**config.mk**
```make
export PLATFORM = sky130hd
export DESIGN_NAME = debounce_fsm
export DESIGN_NICKNAME = d
export VERILOG_FILES = /design/src/rtl/debounce_pkg.sv /design/src/rtl/sync_2ff.sv /design/src/rtl/debounce_fsm.sv
export SDC_FILE = /design/constraint.sdc
export NUM_CORES = 1
export LEC_CHECK = 0
export BUFFER_PORTS_ARGS = -buffer_cell sky130_fd_sc_hd__buf_2
export CAP_MARGIN = 20
export CORE_AREA = 2 2 39 41
export DETAILED_ROUTE_END_ITERATION = 6
export DIE_AREA = 0 0 41 43
export SYNTH_ARGS = -nofsm -noshare
export SYNTH_HDL_FRONTEND = slang
export SYNTH_HIERARCHICAL = 1
export SYNTH_SLANG_ARGS = --single-unit
```
**constraint.sdc**
```tcl
create_clock -name clk -period 3.1 [get_ports clk]
set_input_delay 0.31 -clock clk [delete_from_list [all_inputs] [get_ports clk]]
set_output_delay 0.31 -clock clk [all_outputs]
set_load 0.02 [all_outputs]
```
**src/rtl/debounce_pkg.sv**
```systemverilog
// ---------------------------------------------------------------------------
// debounce_pkg
// Shared types and helpers for the push-button debouncer.
//   db_state_t : the four debouncer states (settled low/high and the two
//                "waiting for agreement" states between them)
//   cnt_width  : width of the agreement counter for a given tick threshold
// ---------------------------------------------------------------------------
package debounce_pkg;

    typedef enum logic [1:0] {
        S_LOW,
        S_WAIT_H,
        S_HIGH,
        S_WAIT_L
    } db_state_t;

    // The counter only ever has to hold 0 .. n-1.
    function automatic int cnt_width(input int n);
        return $clog2(n);
    endfunction

endpackage

```
**src/rtl/sync_2ff.sv**
```systemverilog
// ---------------------------------------------------------------------------
// sync_2ff
// Two-flop synchronizer for a single asynchronous level input.
// Ports:
//   clk : system clock (rising edge)
//   rst : asynchronous active-high reset, both flops clear to 0
//   d   : asynchronous input level
//   q   : synchronized level, two clk edges behind d
// ---------------------------------------------------------------------------
module sync_2ff (
    input  logic clk,
    input  logic rst,
    input  logic d,
    output logic q
);

    logic meta;

    // The first flop may go metastable; the second gives it a full clock
    // period to resolve before anything downstream looks at the value.
    always_ff @(posedge clk or posedge rst) begin
        if (rst) begin
            meta <= 1'b0;
            q    <= 1'b0;
        end else begin
            meta <= d;
            q    <= meta;
        end
    end

endmodule

```
**src/rtl/debounce_fsm.sv**
```systemverilog
// ---------------------------------------------------------------------------
// debounce_fsm
// Debounces one raw push-button using the divider tick as sample enable.
// A new level is accepted only after STABLE_TICKS consecutive agreeing
// samples; accepted edges produce one-clock press/release pulses.
// Ports:
//   clk      : system clock (rising edge)
//   rst      : asynchronous active-high reset
//   tick     : sample enable, one clk per divider period (may be held high)
//   btn_in   : raw, bouncing, asynchronous button level
//   btn_db   : debounced level (registered)
//   btn_rise : one-clk pulse on an accepted 0->1 change (registered)
//   btn_fall : one-clk pulse on an accepted 1->0 change (registered)
// ---------------------------------------------------------------------------
module debounce_fsm
    import debounce_pkg::*;
#(
    parameter int STABLE_TICKS = 4
) (
    input  logic clk,
    input  logic rst,
    input  logic tick,
    input  logic btn_in,
    output logic btn_db,
    output logic btn_rise,
    output logic btn_fall
);

    localparam int            CW       = cnt_width(STABLE_TICKS);
    localparam logic [CW-1:0] CNT_ZERO = '0;
    localparam logic [CW-1:0] CNT_ONE  = CW'(1);
    localparam logic [CW-1:0] CNT_LAST = CW'(STABLE_TICKS - 1);

    logic          btn_s;
    db_state_t     state, state_nxt;
    logic [CW-1:0] cnt, cnt_nxt;
    logic          db_nxt, rise_nxt, fall_nxt;

    sync_2ff u_sync (
        .clk (clk),
        .rst (rst),
        .d   (btn_in),
        .q   (btn_s)
    );

    // Everything that holds state lives here: FSM state, agreement counter
    // and the three registered outputs. Reset clears all of it at once, so
    // a count in progress is simply thrown away.
    always_ff @(posedge clk or posedge rst) begin
        if (rst) begin
            state    <= S_LOW;
            cnt      <= CNT_ZERO;
            btn_db   <= 1'b0;
            btn_rise <= 1'b0;
            btn_fall <= 1'b0;
        end else begin
            state    <= state_nxt;
            cnt      <= cnt_nxt;
            btn_db   <= db_nxt;
            btn_rise <= rise_nxt;
            btn_fall <= fall_nxt;
        end
    end

    // Next state and counter. Nothing moves unless tick is high. The first
    // disagreeing sample already counts as 1, so the threshold is reached
    // on the STABLE_TICKS-th agreeing tick when cnt equals STABLE_TICKS-1.
    // A single contrary sample while waiting falls back to the settled
    // state and restarts the count from scratch.
    always_comb begin
        state_nxt = state;
        cnt_nxt   = cnt;
        if (tick) begin
            case (state)
                S_LOW: begin
                    if (btn_s) begin
                        state_nxt = S_WAIT_H;
                        cnt_nxt   = CNT_ONE;
                    end
                end
                S_WAIT_H: begin
                    if (!btn_s) begin
                        state_nxt = S_LOW;
                        cnt_nxt   = CNT_ZERO;
                    end else if (cnt == CNT_LAST) begin
                        state_nxt = S_HIGH;
                        cnt_nxt   = CNT_ZERO;
                    end else begin
                        cnt_nxt   = cnt + CNT_ONE;
                    end
                end
                S_HIGH: begin
                    if (!btn_s) begin
                        state_nxt = S_WAIT_L;
                        cnt_nxt   = CNT_ONE;
                    end
                end
                S_WAIT_L: begin
                    if (btn_s) begin
                        state_nxt = S_HIGH;
                        cnt_nxt   = CNT_ZERO;
                    end else if (cnt == CNT_LAST) begin
                        state_nxt = S_LOW;
                        cnt_nxt   = CNT_ZERO;
                    end else begin
                        cnt_nxt   = cnt + CNT_ONE;
                    end
                end
                default: begin
                    state_nxt = S_LOW;
                    cnt_nxt   = CNT_ZERO;
                end
            endcase
        end
    end

    // Next values of the registered outputs. The pulses default to 0 every
    // cycle, which is what makes them exactly one clk wide regardless of
    // tick; they can only fire on the accepting tick, and rise and fall
    // come from different states so they can never coincide.
    always_comb begin
        db_nxt   = btn_db;
        rise_nxt = 1'b0;
        fall_nxt = 1'b0;
        if (tick && (cnt == CNT_LAST)) begin
            if ((state == S_WAIT_H) && btn_s) begin
                db_nxt   = 1'b1;
                rise_nxt = 1'b1;
            end else if ((state == S_WAIT_L) && !btn_s) begin
                db_nxt   = 1'b0;
                fall_nxt = 1'b1;
            end
        end
    end

endmodule

```
Word-level counts from Yosys, hierarchy flattened
Cells that the tools add are included.

Bits in registers: 9. Output and inout bits: 3. Logic and storage cells: 44.

Add/sub/neg operators: 1. Equality and inequality tests: 8. Multiplexer cells: 19. Reduce and logical (&&, ||, !) cells: 9.

Operators by type and width (count): 2-bit two-way mux (10); 2-bit one-hot mux with 4 select lines (2); 1-bit two-way mux (7); 2-bit == test (second input constant) (3); 5-bit AND reduction (1); 1-bit logical AND (3); 3-bit by 2-bit != test with 1-bit output (second input constant) (1); 3-bit != test (second input constant) (1); 3-bit AND reduction (1); 2-bit by 1-bit adder with 2-bit output (second input constant) (1); 2-bit by 1-bit == test with 1-bit output (second input constant) (1); 2-bit logical NOT (1); 2-bit by 1-bit != test with 1-bit output (second input constant) (1); 2-bit != test (second input constant) (1); 2-bit AND reduction (1); 2-bit nonzero test (1); 1-bit logical NOT (1).

Depth between registers and ports, before layout
Depth in word-level cells: 5. Mapped depth: 4.

Hierarchy
Netlist, hierarchy kept.

Modules (own cells, without submodules): debounce_fsm (times used 1, cells an instance 28, area an instance 320.3 um^2); sync_2ff (times used 1, cells an instance 3, area an instance 53.8 um^2).

Worst setup path after synthesis
OpenSTA, ideal clock, no wires.

Path kind: flip-flop to flip-flop. From: reg cnt[0]. To: reg with a tool-made name. Setup time: 0.125 ns. Arrival: 1.050 ns. Required time: 2.975 ns. Path slack: 1.926 ns. Cell stages (with the launch flop): 4. Cells stage by stage: dfrtp_1 -> ha_1 -> nand3_1 -> mux2_2.

RTL lines: from (decl) (RTL line debounce_fsm.sv:36) `logic [CW-1:0] cnt, cnt_nxt;`; from (signal assigned) (RTL line debounce_fsm.sv:58) `cnt <= cnt_nxt;`.

==> results.yml <==
clock_network:
  cts_made_buffers: 3
  root_buffer: "clkbuf_4"
  cts_buffer_depth: 2
  cts_tree: "built"
  cts_resized: 0
  h-tree-depth: 1
  cts_setup_buffers: 0
  cts.sinks: 9
  path_clk_slew_ps: 60
  cts_hold_buf: 1
  clk_latency_ps: 260
min_path:
  min_path_cells: 1
  hold_path.class: "primary input to register"
flow_run:
  maxCapViolCount: 0
pwr:
  peakVddDrop_v: 0.0003175
  power_density_mw_per_mm2: 738.0
  p_leak_uw: 0.0002167
global_routing:
  grt_use_total: 0.08749
  grt_pass1_vias: 236
  grt_pass1_wl_um: 938
  grt_max_degree: 8
  antenna_found_initial: 0
  grt_overflow_total: 0
synthesis:
  yosysWarnings: 6
  synth_compound_area_frac: 0.1137
  syn_area_per_cell_um2: 12.07
  synthesis.area_um2: 374.1
  synth_area_leaders: "dfrtp_1 (60%), mux2_2 (6.0%), o21ai_0 (4.0%), nor3b_1 (4.0%), ha_1 (3.3%)"
  synthSimpleGateAreaFrac: 0.09365
  synthTopCellsByCount: "dfrtp_1 (9), nand2_1 (3), o21ai_0 (3)"
  yosysSeqAreaShare: 0.6020
  synthFlopType: "dfrtp_1"
  synth_edf_count: 0
  synth_top_area_frac: 0.6020
  synth_top_family_by_area: "compound AO/OA/AOI/OAI gates"
  synth_xor_xnor_area_share: 0.04682
  synth_cell_types: 16
  async_flop_share: 1.000
  syn_inst: 31
  syn_nets: 36
  synthMostInstantiatedCell: "dfrtp_1"
  synth_top_cell_by_area: "dfrtp_1"
  synth-adder-area-share: 0.03344
  synth_seq_cells: 9
  synthMuxAreaShare: 0.06020
timing:
  finalCritPeriodShare: 0.3975
  hold_viol: 0
  tns_ps: 0
  setup_violations: 0
  worst_pin_slew_ps: 274.8
  rsz0062_at_grt: "false"
  min_period_ps: 1232
  setup_ws_ps: 1868
  fmax_mhz: 811.6
  relSlewSlack: 0.8166
  fin_worst_skew_ps: 3.958
  slew_violations: 0
worst_setup_path:
  reg2reg_depth: 3
  cp-start-kind: "register"
  reg2reg_slack_ps: 1870
  end_kind: "register"
  cp_data_arrival_time_ps: 1380
  cp_max_fo: 4
  crit_type: "register to register"
  cp_data_required_time_ps: 3250
layout:
  antenna_cells: 0
  layout.nets: 47
  syn2layout_area_growth_pct: 20.40
  fillers: 142
  utilization: 0.3255
  drive_gt1_frac: 0.2927
  final_cells: 57
route:
  met3_length_um: 17
  drc: 0
  top_layer_used: "met3"
  drt-initial-drc-count: 3
  vias: 246
  wl_met1_um: 280
  totalWireLength_um: 554
  postRouteAntennaNets: 0
  vias_per_cell: 4.316
  wl_met2_um: 257
  post_drt_wl_per_cell_um: 9.719
  first_pass_iters: 2
placement:
  pre_cts_ws_ps: 1873
  dp_hpwl_um: 400.7
  gp_congestion: 0.8198
  numPortBuffers: 6
  dp.cells: 52
floorplan:
  start_util: 0.2703
  coreArea_mm2: 0.001384
  rows: 14
  fp.dieH_um: 43
  die_width_um: 41
  ios: 7
  die-area_mm2: 0.001763
status:
  status: "completed"
## critical path, cell delays in order, from the launching register on
cell     delay, ps
dfrtp_1        390
ha_1           230
nand3_1        150
mux2_2         350
## final timing paths
check,to,startpoint
max,register,cnt[0]
min in group asynchronous,u_sync/q,rst
max in group asynchronous,cnt[1],rst
min,u_sync/meta,btn_in
max reg2reg,register,cnt[0]
min reg2reg,u_sync/q,u_sync/meta
## area by class of cell
cell class	count	area, um2	area share
flip-flops and latches	9	225.2	0.5000
multi-input cells	19	130.1	0.2889
repair buffers	7	40.04	0.08889
clock buffers	3	22.52	0.05000
well taps	16	20.02	0.04444
inverters	2	7.507	0.01667
clock inverters	1	5.005	0.01111
## cells by family (layout without fill, tap and decap cells)
kind of cell / count (synthesis) / in the layout
compound gates: 7 / 7
xor+xnor: 2 / 2
buf+inv: 3 / 13
fa+ha+maj: 1 / 1
flops: 9 / 9
mux: 2 / 2
simple gates: 7 / 7
## cells in the final DEF (no fill, tap or decap)
| master | synthesis | layout |
|---|---|---|
| o21ai_1 | 1 | 1 |
| ha_1 | 1 | 1 |
| buf_2 | 0 | 6 |
| nand3_1 | 1 | 1 |
| nand2_1 | 3 | 3 |
| a21oi_1 | 1 | 1 |
| xor2_1 | 1 | 1 |
| o21ai_0 | 3 | 3 |
| dlygate4sd3_1 | 0 | 1 |
| clkinv_2 | 0 | 1 |
| mux2_2 | 2 | 2 |
| nor3b_1 | 2 | 2 |
| inv_1 | 2 | 2 |
| a41oi_1 | 1 | 1 |
| clkbuf_4 | 0 | 3 |
| xnor2_1 | 1 | 1 |
| nor2_1 | 1 | 1 |
| a22o_1 | 1 | 1 |
| dfrtp_1 | 9 | 9 |
## layer usage
metal	global-route usage	vias up
li1	-	129
met3	0.01571	0
met2	0.1063	4
met5	0	-
met1	0.1141	113
met4	0.1000	0
## report_power, final
group / internal, uW / leakage (uW) / total [uW] / switching, uW
combinational: 38.6 / 0.0000887 / 70.9 / 32.3
clock: 47.6 / 0.0000177 / 89.8 / 42.2
sequential: 143 / 0.000110 / 172 / 28.5
total: 229 / 0.000217 / 332 / 103
## through the flow
stage,total power [uW],cell area [um2],hold slack [ps]
2_1_floorplan,224.4,374.1,51.18
5_1_grt,362.6,450.4,129.7
6_report,332.4,450.4,152.9
4_1_cts,339.6,450.4,139.8
3_3_place_gp,241.2,412.9,167.8
3_5_place_dp,242.6,412.9,173.1
Power figures use the tool's default switching activity.
